===== src/rtl/llr_input_loader_ne_pkg.sv =====
// LLR input loader shared parameters and FSM state encoding.
// Imported by the beat packer and the loader top.
package llr_input_loader_ne_pkg;

  localparam int KB           = 14;
  localparam int INDW         = 32;
  localparam int LOADCOUNT    = 17;
  localparam int ADDRESSWIDTH = 5;
  localparam int BCW          = $clog2(KB);
  localparam int WW           = KB * INDW;

  typedef enum logic [1:0] {
    IDLE  = 2'd0,
    FILL  = 2'd1,
    FLUSH = 2'd2,
    DONE  = 2'd3
  } state_t;

endpackage


===== src/rtl/llr_input_loader_ne_packer.sv =====
// Packs KB serial beats into one word; the finished word moves to a
// separate hold register so packing the next word never stalls.
module llr_beat_packer_ne
  import llr_input_loader_ne_pkg::*;
(
  input  logic            clk,
  input  logic            rst,
  input  logic            clr,
  input  logic            accept,
  input  logic [INDW-1:0] beat,
  output logic            word_ready,
  output logic [WW-1:0]   hold_word
);

  logic [BCW-1:0]            beat_cnt;
  logic [KB-1:0][INDW-1:0]   pack_q;
  logic [KB-1:0][INDW-1:0]   pack_d;
  logic [KB-1:0][INDW-1:0]   hold_q;
  logic                      last;

  assign last       = (beat_cnt == BCW'(KB - 1));
  assign word_ready = accept & last;
  assign hold_word  = hold_q;

  // Word including the beat being accepted this cycle
  always_comb begin
    pack_d           = pack_q;
    pack_d[beat_cnt] = beat;
  end

  always_ff @(posedge clk or posedge rst) begin
    if (rst) begin
      beat_cnt <= '0;
      pack_q   <= '0;
      hold_q   <= '0;
    end else if (clr) begin
      beat_cnt <= '0;
    end else if (accept) begin
      pack_q   <= pack_d;
      beat_cnt <= last ? '0 : beat_cnt + 1'b1;
      if (last) hold_q <= pack_d;
    end
  end

endmodule


===== src/rtl/llr_input_loader_ne.sv =====
// LLR input loader: serial beats in, KB-beat words written to decoder
// LLR memory at consecutive addresses, load_done after the last word.
module llr_input_loader_ne
  import llr_input_loader_ne_pkg::*;
(
  input  logic                    clk,
  input  logic                    rst,
  input  logic                    load_start,
  input  logic                    in_valid,
  input  logic [INDW-1:0]         LLR_in,
  output logic                    in_ready,
  output logic                    load_en,
  output logic [ADDRESSWIDTH-1:0] LOADADDRESS,
  output logic [WW-1:0]           WRDOUT_VEC,
  output logic                    load_done,
  output logic                    busy
);

  state_t                  state_q;
  state_t                  state_d;
  logic [ADDRESSWIDTH-1:0] addr_cnt;
  logic                    accept;
  logic                    clr;
  logic                    word_ready;
  logic                    addr_last;

  assign in_ready  = (state_q == FILL);
  assign busy      = (state_q != IDLE);
  assign accept    = in_valid & in_ready;
  assign clr       = (state_q == IDLE) & load_start;
  assign addr_last = (addr_cnt == ADDRESSWIDTH'(LOADCOUNT - 1));

  llr_beat_packer_ne u_packer (
    .clk        (clk),
    .rst        (rst),
    .clr        (clr),
    .accept     (accept),
    .beat       (LLR_in),
    .word_ready (word_ready),
    .hold_word  (WRDOUT_VEC)
  );

  always_comb begin
    state_d = state_q;
    unique case (state_q)
      IDLE:    if (load_start) state_d = FILL;
      FILL:    if (word_ready && addr_last) state_d = FLUSH;
      FLUSH:   state_d = DONE;
      DONE:    state_d = IDLE;
      default: state_d = IDLE;
    endcase
  end

  always_ff @(posedge clk or posedge rst) begin
    if (rst) begin
      state_q     <= IDLE;
      addr_cnt    <= '0;
      load_en     <= 1'b0;
      LOADADDRESS <= '0;
      load_done   <= 1'b0;
    end else begin
      state_q   <= state_d;
      load_en   <= word_ready;
      // High while in DONE, one cycle after the final write
      load_done <= (state_q == FLUSH);
      if (clr) begin
        addr_cnt <= '0;
      end else if (word_ready) begin
        LOADADDRESS <= addr_cnt;
        addr_cnt    <= addr_last ? '0 : addr_cnt + 1'b1;
      end
    end
  end

endmodule


===== config.mk =====
export PLATFORM = sky130hd
export DESIGN_NAME = llr_input_loader_ne
export DESIGN_NICKNAME = d
export VERILOG_FILES = /design/src/rtl/llr_input_loader_ne_pkg.sv /design/src/rtl/llr_input_loader_ne_packer.sv /design/src/rtl/llr_input_loader_ne.sv
export SDC_FILE = /design/constraint.sdc
export NUM_CORES = 2
export LEC_CHECK = 0
export BUFFER_PORTS_ARGS = -buffer_cell sky130_fd_sc_hd__clkbuf_2
export CAP_MARGIN = 5
export CORE_MARGIN = 2
export CORE_UTILIZATION = 25
export DETAILED_ROUTE_END_ITERATION = 8
export GPL_ROUTABILITY_DRIVEN = 0
export GPL_TIMING_DRIVEN = 1
export PLACE_DENSITY_LB_ADDON = 0.3
export SETUP_SLACK_MARGIN = 0.2
export SYNTH_ARGS = -nofsm -noshare
export SYNTH_HDL_FRONTEND = slang
export SYNTH_SLANG_ARGS = --single-unit

===== constraint.sdc =====
create_clock -name clk -period 33.2 [get_ports clk]
set_input_delay 1.66 -clock clk [delete_from_list [all_inputs] [get_ports clk]]
set_output_delay 1.66 -clock clk [all_outputs]
set_load 0.005 [all_outputs]

==> results.toml <==
[outcome]
status = "completed"

[sta]
hold_slack_ps = 473
setup_viol = 0
fmax_ghz = 0.181
report.final.slew_viol_count = 0
worstMarginPinSlew_ps = 1090
rsz0062_at_grt = "no"
finalSetupTns_ps = 0
fin_crit_ps = 5540
period_share_pct = 16.7
finClkSkew_ps = 23.8
maxSlewHeadroom_pct = 27.3
hold_viol = 0

[synthesis]
ys_warn_count = 0
synth_nets = 3091
yosys-top-cells-area = "dfrtp_1 59%, mux2_1 12%, mux2i_1 11%, o21ai_1 5.6%, nand2_1 5.3%"
synth_seq_cells = 882
synth_top_area_share_pct = 59.1
synth_area_um2 = 37400
ys_seq_area_share_pct = 59.1
ys_types = 37
synth.largest_area_cell = "dfrtp_1"
synthCells = 3049
avgSynthCellArea_um2 = 12.3

[worst_setup_path]
required_ps = 33870
reg2reg_to = "u_packer.hold_word[363]"
crit_chain = "clkbuf_2 -> inv_8 -> buf_4 -> buf_12 -> buf_4 -> buf_4 -> buf_4"
cp.arrival_ps = 6210
critPathMaxStageDelay_ps = 860
endpoint_kind = "async pin"
cp_common_cell = "buf_4"
startpoint_type = "input pin"
r2r-start = "u_packer.beat_cnt[1]"
worstSetupPathType = "in -> async"
r2r_slack_ps = 28150
ff2ff_path_depth = 7
timing.critical_path.fanout_max = 153
cp_slowest_cell = "buf_4"

[min_path]
hold_class = "reg -> reg"
min_to = "u_packer.hold_word[442]"
hold_depth = 2
min_from = "u_packer.hold_word[442]"

[clock_tree]
cts_setup_buffers = 0
cts.sinks = 882
h-tree-depth = 3
holdBufCountCts = 0
cts_tree = "yes"
cts_resized = 0
clockRootBuffer = "clkbuf_16"
cts.path.max_buffers = 3
clkTransAtPathRegs_ps = 50
numCtsBuffers = 100
clock_latency_ps = 710

[floorplanning]
start_util_pct = 25.2
fp.dieW_um = 391
core_area_um2 = 148000
io_pins = 493
die_h_um = 391
die_area_um2 = 153000
rows = 141

[layout]
drive_above_1_share_pct = 21.5
nets = 3427
area_growth_pct = 18.8

[routing]
wl_per_cell_um = 21.2
num_vias = 23900
drt-initial-drc-count = 1250
vias_per_cell = 4.43
drc = 0
dr.pass1.iters = 5
ant_nets = 0
wirelength_um = 115000

[placement]
dpl.hpwl_um = 73400
port_buffers = 492

[pwr]
p_per_area_nw_per_um2 = 68.5
peakVddDrop_mv = 0.0380
p_leak_nw = 21.0
p_total_w = 0.00304

[global_route]
grt_max_degree = 179
grt_pass1_wl_um = 166000
grtUsageTotal_pct = 14.8
grt_overflow = 0
first_global_vias = 23800
antenna_found_initial = 9

[run]
timing.max_cap.violations = 0
[area by class of cell]
| cell class | instances | area, um^2 |
|---|---|---|
| Fill cell | 15200 | 104000 |
| Tap cell | 1930 | 2410 |
| Clock inverter | 34 | 448 |
| Multi-Input combinational cell | 1857 | 13600 |
| Antenna cell | 4 | 10.0 |
| Timing Repair Buffer | 537 | 2840 |
| Clock buffer | 153 | 2940 |
| Sequential cell | 882 | 22100 |
| Inverter | 7 | 33.8 |
[power breakdown]
part | internal [W] | total [W] | switching [W] | leakage, nW
sequential | 0.00128 | 0.00139 | 0.000106 | 12.0
clock | 0.000668 | 0.00114 | 0.000469 | 1.65
combinational | 0.000241 | 0.000516 | 0.000275 | 7.37
[cells by family (layout without fill, tap and decap cells)]
kind of cell             Yosys count  after routing  synth area share [%]
flip-flops                       882            882                  59.1
multiplexers                     834            834                  23.7
AND/OR/NAND/NOR                  583            583                  6.24
AO/OA/AOI/OAI                    432            432                  5.83
buffers and inverters            310            731                  4.89
adder cells (fa/ha/maj)            6              6                 0.201
XOR/XNOR                           2              2                0.0469
other                              0              4                     0
[how the worst max path moves through the flow]
stage | slack, ps | to | from
5_1_grt | 26920 | u_packer.hold_word[94] | rst
2_1_floorplan | 6750 | LOADADDRESS[0] | rst
3_3_place_gp | 26640 | u_packer.hold_word[128] | rst
4_1_cts | 27440 | u_packer.hold_word[446] | rst
6_report | 27660 | u_packer.hold_word[94] | rst
3_5_place_dp | 26660 | u_packer.hold_word[128] | rst
[registers in the layout (all words and copies together), names as in the netlist]
register,count
load_en,1
u_packer.hold_word,448
load_done,1
addr_cnt,5
LOADADDRESS,5
u_packer.pack_q,416
state_q,2
u_packer.beat_cnt,4
[cells in the mapped netlist]
cell type / number
dfrtp_1: 882
nand2_1: 529
o21ai_1: 420
mux2i_1: 417
mux2_1: 395
clkbuf_1: 111
buf_2: 68
buf_6: 56
buf_4: 33
buf_1: 32
mux2_2: 22
nor2b_1: 13
and2_1: 10
nand3_1: 9
inv_1: 7
nor2_1: 7
ha_1: 6
and3_1: 4
o21ai_0: 4
a21oi_1: 3
buf_8: 3
nor2_2: 2
nor3b_1: 2
a211oi_1: 1
a22o_1: 1
a2bb2oi_1: 1
a31oi_1: 1
a32oi_1: 1
and2b_1: 1
and4b_1: 1
nand3_4: 1
nand4_1: 1
nor3_2: 1
nor4_4: 1
or3_1: 1
xnor2_1: 1
xor2_1: 1
[layer usage]
layer / vias to the layer above / track usage (%) / share of wire, %
li1: 11100 / - / -
met1: 12200 / 20.6 / 47
met2: 515 / 23.6 / 47
met3: 128 / 2.76 / 4.9
met4: 0 / 3.82 / 1.8
met5: - / 0 / 0
[per-stage QoR]
stage	setup WS, ps	cell area [um^2]	instances	util, %
3_5_place_dp	26660	41000	5213	27.7
2_1_floorplan	6750	37400	3049	-
3_3_place_gp	26640	41000	5213	27.7
5_1_grt	26920	44400	5400	30.0
4_1_cts	27440	44400	5400	30.0
6_report	27660	44400	5404	30.0
[placed cells by master (no fill, tap or decap), types with 7 or more instances in the layout]
cell | netlist | routed
clkbuf_16 | 0 | 100
clkinv_2 | 0 | 12
clkbuf_8 | 0 | 24
clkbuf_1 | 111 | 29
nor2b_4 | 0 | 10
dfrtp_1 | 882 | 882
mux2_2 | 22 | 22
buf_4 | 33 | 42
bufinv_16 | 0 | 7
nand3_1 | 9 | 7
o21ai_1 | 420 | 420
mux2i_1 | 417 | 417
mux2_1 | 395 | 395
clkbuf_2 | 0 | 492
nor2_1 | 7 | 7
nand2_1 | 529 | 529
[worst max-delay path: cells and delay by family]
family / cells / cell delay (ps)
buffers and inverters: 7 / 4150
Note: power is estimated with default switching activity, not from simulation.
